[config.mk]
export PLATFORM = sky130hd
export DESIGN_NAME = bk_cmd_sequencer
export DESIGN_NICKNAME = d
export VERILOG_FILES = /design/src/rtl/bk_cmd_sequencer.sv
export SDC_FILE = /design/constraint.sdc
export NUM_CORES = 1
export LEC_CHECK = 0
export ABC_AREA = 1
export CAP_MARGIN = 20
export CORE_MARGIN = 1.5
export CORE_UTILIZATION = 45
export DETAILED_ROUTE_END_ITERATION = 8
export GPL_ROUTABILITY_DRIVEN = 0
export PLACE_DENSITY = 0.72
export SYNTH_ARGS = -nofsm -noshare
export SYNTH_HDL_FRONTEND = slang
export SYNTH_SLANG_ARGS = --single-unit
[constraint.sdc]
create_clock -name clk -period 2.56 [get_ports clk]
set_input_delay 0.384 -clock clk [delete_from_list [all_inputs] [get_ports clk]]
set_output_delay 0.384 -clock clk [all_outputs]
set_load 0.03 [all_outputs]
[src/rtl/bk_cmd_sequencer.sv]
// bk_cmd_sequencer: host-side initiator for the bk processor datapath.
// Buffers requests in a FIFO, issues them to the processor, waits a fixed
// latency, captures {dout_high, dout_low} and flags, returns them as a
// valid/ready response.
// Ports:
//   clk, rst             clock, async active-high reset
//   req_valid/ready      request handshake; req_cmd, req_d1..3 payload
//   proc_cmd, proc_d1..3 drive to processor cmdin / din_1..3
//   proc_dout_low/high   result from processor; proc_zero, proc_error flags
//   resp_valid/ready     response handshake; resp_data, resp_zero, resp_error
//   busy                 FSM not idle or FIFO not empty
//   err_count            saturating count of captured error responses
module bk_cmd_sequencer #(
  parameter int WIDTH        = 8,
  parameter int CMD_W        = 7,
  parameter int FIFO_DEPTH   = 4,
  parameter int RESP_LATENCY = 4,
  parameter logic [CMD_W-1:0] NOP_CMD = '0
) (
  input  logic               clk,
  input  logic               rst,
  input  logic               req_valid,
  output logic               req_ready,
  input  logic [CMD_W-1:0]   req_cmd,
  input  logic [WIDTH-1:0]   req_d1,
  input  logic [WIDTH-1:0]   req_d2,
  input  logic [WIDTH-1:0]   req_d3,
  output logic [CMD_W-1:0]   proc_cmd,
  output logic [WIDTH-1:0]   proc_d1,
  output logic [WIDTH-1:0]   proc_d2,
  output logic [WIDTH-1:0]   proc_d3,
  input  logic [WIDTH-1:0]   proc_dout_low,
  input  logic [WIDTH-1:0]   proc_dout_high,
  input  logic               proc_zero,
  input  logic               proc_error,
  output logic               resp_valid,
  input  logic               resp_ready,
  output logic [2*WIDTH-1:0] resp_data,
  output logic               resp_zero,
  output logic               resp_error,
  output logic               busy,
  output logic [7:0]         err_count
);

  localparam int PW = $clog2(FIFO_DEPTH);
  localparam int LW = $clog2(RESP_LATENCY + 1);
  localparam logic [PW:0] FULL_CNT = (PW+1)'(FIFO_DEPTH);
  localparam logic [LW-1:0] LAT_LOAD = LW'(RESP_LATENCY - 1);

  typedef enum logic [1:0] {
    IDLE,
    ISSUE,
    WAIT,
    RESP
  } state_t;

  typedef struct packed {
    logic [CMD_W-1:0] cmd;
    logic [WIDTH-1:0] d1;
    logic [WIDTH-1:0] d2;
    logic [WIDTH-1:0] d3;
  } reqEntry_t;

  state_t           state;
  state_t           stateNext;
  reqEntry_t        fifoMem [FIFO_DEPTH];
  reqEntry_t        headEntry;
  logic [PW-1:0]    wrPtr;
  logic [PW-1:0]    rdPtr;
  logic [PW:0]      fifoCount;
  logic             fifoEmpty;
  logic             fifoFull;
  logic             doPush;
  logic             doPop;
  logic             doCapture;
  logic [CMD_W-1:0] pendCmd;
  logic [LW-1:0]    latCnt;

  assign fifoEmpty = (fifoCount == '0);
  assign fifoFull  = (fifoCount == FULL_CNT);
  // Ready depends only on registered occupancy, never on a same-cycle pop.
  assign req_ready = !fifoFull;
  assign doPush    = req_valid && !fifoFull;
  assign doPop     = (state == IDLE) && !fifoEmpty;
  assign doCapture = (state == WAIT) && (latCnt == '0);
  assign headEntry = fifoMem[rdPtr];
  assign busy      = (state != IDLE) || !fifoEmpty;

  always_ff @(posedge clk) begin
    if (doPush) begin
      fifoMem[wrPtr] <= {req_cmd, req_d1, req_d2, req_d3};
    end
  end

  always_ff @(posedge clk or posedge rst) begin
    if (rst) begin
      wrPtr     <= '0;
      rdPtr     <= '0;
      fifoCount <= '0;
    end else begin
      if (doPush) begin
        wrPtr <= wrPtr + PW'(1);
      end
      if (doPop) begin
        rdPtr <= rdPtr + PW'(1);
      end
      unique case ({doPush, doPop})
        2'b10:   fifoCount <= fifoCount + (PW+1)'(1);
        2'b01:   fifoCount <= fifoCount - (PW+1)'(1);
        default: fifoCount <= fifoCount;
      endcase
    end
  end

  always_ff @(posedge clk or posedge rst) begin
    if (rst) begin
      state <= IDLE;
    end else begin
      state <= stateNext;
    end
  end

  always_comb begin
    stateNext = state;
    proc_cmd  = NOP_CMD;
    unique case (state)
      IDLE: begin
        if (!fifoEmpty) begin
          stateNext = ISSUE;
        end
      end
      ISSUE: begin
        proc_cmd  = pendCmd;
        stateNext = WAIT;
      end
      WAIT: begin
        if (latCnt == '0) begin
          stateNext = RESP;
        end
      end
      RESP: begin
        if (resp_ready) begin
          stateNext = IDLE;
        end
      end
      default: stateNext = IDLE;
    endcase
  end

  always_ff @(posedge clk or posedge rst) begin
    if (rst) begin
      pendCmd    <= NOP_CMD;
      proc_d1    <= '0;
      proc_d2    <= '0;
      proc_d3    <= '0;
      latCnt     <= '0;
      resp_valid <= 1'b0;
      resp_data  <= '0;
      resp_zero  <= 1'b0;
      resp_error <= 1'b0;
      err_count  <= '0;
    end else begin
      // Operands stay on the bus until the next pop.
      if (doPop) begin
        pendCmd <= headEntry.cmd;
        proc_d1 <= headEntry.d1;
        proc_d2 <= headEntry.d2;
        proc_d3 <= headEntry.d3;
      end
      if (state == ISSUE) begin
        latCnt <= LAT_LOAD;
      end else if ((state == WAIT) && (latCnt != '0)) begin
        latCnt <= latCnt - LW'(1);
      end
      if (doCapture) begin
        resp_valid <= 1'b1;
        resp_data  <= {proc_dout_high, proc_dout_low};
        resp_zero  <= proc_zero;
        resp_error <= proc_error;
        if (proc_error && (err_count != 8'hFF)) begin
          err_count <= err_count + 8'd1;
        end
      end else if ((state == RESP) && resp_ready) begin
        resp_valid <= 1'b0;
      end
    end
  end

endmodule

# ---- Word-level counts from Yosys, hierarchy flattened
# Memory sizes are Yosys's and may differ from the RTL's. A register that Yosys moved wholly into a read port is not among the register bits.
# Cells that the tools add are included.
dict set report word_totals {
  regBits 39
  ram_bits 124
  in_bits 53
  wordCells 58
  memories 1
}
dict set report classes {
  add_sub_neg 6
  n_eq_ne 10
  mux 12
  reduce_logical 19
}
# memory depth width rd rd_ports_with_merged_regs write_ports line
set memory_table {}
lappend memory_table {fifoMem 4 31 1 1 1 66} ;# reqEntry_t fifoMem [FIFO_DEPTH];
# op n
set ops {}
lappend ops {{$add A8 B1 Y8 const B} 1}
lappend ops {{$ne A8 B8 Y1 const B} 1}
lappend ops {{$pmux W2 S4} 1}
lappend ops {{$reduce_bool A2 Y1} 4}
lappend ops {{$mux W7} 1}
lappend ops {{$eq A2 B2 Y1 const B} 3}
lappend ops {{$logic_and A1 B1 Y1} 6}
lappend ops {{$logic_not A3 Y1} 2}
lappend ops {{$mux W2} 3}
lappend ops {{$mux W3} 2}
lappend ops {{$ne A2 B2 Y1 const B} 3}
lappend ops {{$pmux W3 S2} 1}
lappend ops {{$sub A3 B1 Y3 const B} 2}
lappend ops {{$add A2 B1 Y2 const B} 2}
lappend ops {{$eq A2 B1 Y1 const B} 2}
lappend ops {{$mux W1} 4}
lappend ops {{$add A3 B1 Y3 const B} 1}
lappend ops {{$eq A3 B3 Y1 const B} 1}
lappend ops {{$reduce_and A3 Y1} 1}
lappend ops {{$reduce_bool A3 Y1} 1}
lappend ops {{$logic_not A1 Y1} 2}
lappend ops {{$logic_not A2 Y1} 1}
lappend ops {{$reduce_and A2 Y1} 1}
lappend ops {{$logic_or A1 B1 Y1} 1}

# ---- Longest topological paths before layout
dict set report depth {
  word_depth 5
  depth_mapped 11
}

# ---- Worst setup path after synthesis
# No wires, ideal clock.
dict set report synth_timing {
  path_kind {register -> register}
  from {register fifoCount[1]}
  to {memory fifoMem[0][0] in the netlist's numbering (enable)}
  setup_time_ps 419
  arrival_ps 2214
  setup_slack_ps -73
  stages_incl_launch_ff 5
  n_path_buf 0
  synth_period_minus_slack_ps 2633
  path_cell_list {dfrtp_1 > inv_2 > nand3_1 > nand2_2 > nor2_1}
}
dict set report synth_via {
  elab_chain_cells 5
}
# item line
set synth_rtl {}
lappend synth_rtl {{start: declaration} 70} ;# logic [PW:0] fifoCount;
lappend synth_rtl {{start signal: assignment} 108} ;# 2'b10: fifoCount <= fifoCount + (PW+1)'(1);
lappend synth_rtl {{start signal: assignment} 109} ;# 2'b01: fifoCount <= fifoCount - (PW+1)'(1);
lappend synth_rtl {{start signal: assignment} 110} ;# default: fifoCount <= fifoCount;
lappend synth_rtl {{$eq A3 B3 Y1} 80} ;# assign fifoFull = (fifoCount == FULL_CNT);
lappend synth_rtl {{$logic_not A1 Y1} --}
lappend synth_rtl {{named net req_ready} 23} ;# output logic req_ready,
lappend synth_rtl {{$logic_and A1 B1 Y1} 83} ;# assign doPush = req_valid && !fifoFull;
lappend synth_rtl {{$mux W1} 90} ;# if (doPush) begin
lappend synth_rtl {{$mux W1 (not written as such)} 91} ;# fifoMem[wrPtr] <= {req_cmd, req_d1, req_d2, req_d3};
lappend synth_rtl {{end: declaration} 66}
# The timed path passes the listed nets, and every way through them passes these cells.

# ---- Final worst setup path
dict set report layout_timing {
  from {register state[1]}
  to {output port proc_cmd[3]}
}
dict set report layout_via {
  elab_chain_cells 2
}
# item line
set layout_rtl {}
lappend layout_rtl {{start: declaration} 64} ;# state_t state;
lappend layout_rtl {{start signal: assignment} 119} ;# state <= stateNext;
lappend layout_rtl {{$eq A2 B1 Y1} 126} ;# unique case (state)
lappend layout_rtl {{$mux W7} 126}
lappend layout_rtl {{end: declaration} 28} ;# output logic [CMD_W-1:0] proc_cmd,
# Every way passes these cells.

==> key figures <==
Pwr
  • Total power: 12010 µW
  • P_int: 7357 µW
  • P_sw: 4649 µW
  • Max VDD drop: 0.9324 mV
  • Sw Share: approximately two fifths
  • Clock power frac: 20.1%
  • Sequential share of power: 38.8%
  • Gate power share: between 40% and 50%
  • Leak: 0.004087 µW
  • PwrDens: 1218 mW/mm²

CTS
  • Inserted Clock Buffers: 17
  • CTS tree: done
  • Clk buf depth: 2
  • Worst-path clk slew: ~0.070 ns
  • Root Driver: clkbuf_16
  • H-tree levels: 4
  • Clock sinks: 194
  • Worst skew pair latency: 0.43 ns

Logic synthesis
  • Seq cells post-synth: roughly 190
  • Post-synthesis sequential area ratio: 69.03%
  • Synth cell types: 26
  • Post-Syn Nets: 805
  • Largest area contributor in the netlist: edfxtp_1
  • Post-synthesis instance total: 738
  • Mapped Area: around 0.008 mm²
  • Dominant cells by area after synthesis: edfxtp_1 47%, dfrtp_1 22%, nand2_1 11%
  • Top FF cell, synth: edfxtp_1
  • Share of the synthesized area in the top cell type: between 40 and 50%
  • Post-synth EDFFs: approximately 120
  • Yosys warnings: 0
  • Synth async-reset ratio: 36.08%
  • Synthesized area per cell: roughly 11 µm²

Worst setup path
  • Worst Reg-to-Reg Cells: 10
  • Cell mode on critical path: inv_1
  • R2R setup slack: 0.58 ns
  • End of the critical path: proc_cmd[3]
  • Crit end category: output port
  • Max stage delay on crit path: 0.66 ns
  • Critical Path RT: 2.18 ns
  • Slowest CP cell: clkdlybuf4s50_1
  • CP Max Fanout: 10
  • CP Depth: 5
  • Beginning of the critical path: state[1]
  • Worst reg2reg path endpoint: fifoCount[2]
  • R2r startpoint: state[0]
  • Crit path DAT: 2.02 ns
  • CP Buf/Inv Count: 3
  • Critical path cell sequence: inv_1, ha_2, nand2_1, inv_1, clkdlybuf4s50_1
  • CP Launch Type: flop
  • Critical path type: flop to output port
  • Crit path max-delay family: buffers and inverters

Finish
  • FF+latch area: 0.005477 mm²
  • Filler cells: 1458
  • Most frequent cells in the layout: 226 x nand2_1, 132 x nor2_1, 124 x edfxtp_1
  • Non-Filler Instances: approximately 1.1k
  • Most common cell after layout, fill and taps aside: nand2_1
  • Antenna diode count: 0
  • Share of cells above drive strength 1: 7.523%
  • Final nets: roughly 920
  • Layout Area Growth over Synthesis: 24.28%
  • Area of the multi-input gates: 0.002137 mm²

Routing
  • Post-DRT Antenna Nets: 0
  • Drt drc: 0
  • Vias post-DR: 5222
  • Detailed Route WL: between 15000 and 20000 µm
  • Vias per cell: approximately 4.8
  • Wire per inst: 13.97 µm
  • Initial DRC count: ~290
  • TritonRoute pass-1 iters: 4

Floorplan
  • Ports: 113
  • Core ar.: 0.01724 mm²
  • Die height: 135.8 µm
  • Die width: 135.8 µm
  • Cell row count: 48
  • Die Area: 0.01843 mm²
  • Initial Utilization: a little under half

Timing
  • Slew Limit Fails: 0
  • Count of final hold-check violations: 0
  • Finish-stage setup viols: 0
  • Tcrit/Tclk final: a little over nine tenths
  • Worst slew pin tran: 0.6565 ns
  • Fmax: 0.4151 GHz
  • Relative slew slack: 56.17%
  • Final worst path period need: 2.409 ns
  • RSZ-0062 raised after global routing: false
  • Clock skew: 0.01214 ns

Hold path
  • Hold Path Class: input pin to asynchronous set/reset pin

Global routing
  • Global-route wire length before repair: 24670 µm
  • Vias in the first global route: 5174
  • Largest net degree at the start of global routing: between 60 and 70
  • Grt total ovfl: 0
  • Initial antenna violation count: 0
  • GRT Overall Usage: 17.56%

Placed design
  • Post-DP HPWL: 9388 µm
  • Inst Count DP: between 1k and 1.5k
  • IO Port Bufs: 112

Run status
  • Status: finished, final reports clean

Flow run
  • Max_cap viols: 0
## worst min path at each step
stage	depth (start not counted)	slack, ns	from	to
CTS	2	0.33	rst	proc_d2[3]
global route	2	0.36	rst	proc_d2[3]
floorplan	2	0.45	pendCmd[0]	pendCmd[0]
detailed placement	2	0.46	resp_valid	resp_valid
finish	2	0.31	rst	proc_d2[3]
global placement	2	0.46	resp_valid	resp_valid
## Yosys cell counts (2+ instances only)
| master | n |
|---|---|
| nand2_1 | 226 |
| nor2_1 | 136 |
| edfxtp_1 | 124 |
| dfrtp_1 | 70 |
| o21ai_1 | 61 |
| inv_1 | 29 |
| ha_1 | 13 |
| buf_2 | 11 |
| buf_4 | 9 |
| inv_2 | 8 |
| buf_6 | 7 |
| nand3_1 | 7 |
| o21ai_0 | 7 |
| xor2_1 | 5 |
| a21oi_1 | 4 |
| nand2_2 | 4 |
| nand4_1 | 4 |
| clkbuf_1 | 3 |
| or2_2 | 2 |
| xnor2_1 | 2 |
## cells by family after synthesis
logic type / share of synthesized area, %
AO/OA/AOI/OAI: 4.638
XOR/XNOR: 0.7730
adder cells (fa/ha/maj): 2.303
buffers and inverters: 4.433
flip-flops: 69.03
AND/OR/NAND/NOR: 18.82
## power by group through the flow
stage	combinational [µW]	clock, µW	sequential (µW)
global route	5520	2590	4750
floorplan	2700	0	5390
global placement	4880	0	4710
finish	4930	2410	4660
CTS	5000	2450	4670
detailed placement	4980	0	4720
## through the flow
stage          TNS, ns  hold slack [ns]  worst slack [ns]  util [%]  cell area [µm²]
5_1_grt              0           0.3563           0.03988     57.19             9857
4_1_cts              0           0.3278           0.03756     57.06             9834
3_5_place_dp         0           0.4593            0.4961     53.95             9299
3_3_place_gp         0           0.4584            0.5130     53.95             9299
2_1_floorplan   -9.037           0.4487          -0.07288         -             7931
6_report             0           0.3089            0.1511     57.19             9857
## metal layers
metal / GRT usage, % / up-vias / share of wire (%)
li1: - / 2625 / -
met1: 21.43 / 2448 / 43
met2: 30.15 / 131 / 50
met3: 3.666 / 18 / 5.4
met4: 7.646 / 0 / 1.6
met5: 0 / - / 0
## repair_timing
action | CTS | global route
gates resized for setup | 0 | 1
hold buffers | 0 | 0
endpoints found under the setup margin | 0 | 7
setup buffers | 0 | 0
## state kept, by name (all words and copies together), names as in the netlist, 3 cells and up
signal     count
err_count      8
fifoCount      3
fifoMem      124
latCnt         3
pendCmd        7
proc_d1        8
proc_d2        8
proc_d3        8
resp_data     16
## area by class of cell
cell class | count | share of cell area, %
Tap cell | 225 | 2.856
Inverter | 37 | 1.422
Clock buffer | 20 | 4.430
Multi-Input combinational cell | 477 | 21.68
Sequential cell | 194 | 55.56
Timing Repair Buffer | 124 | 13.05
Clock inverter | 12 | 1.003
Note: power is estimated with default switching activity, not from simulation.
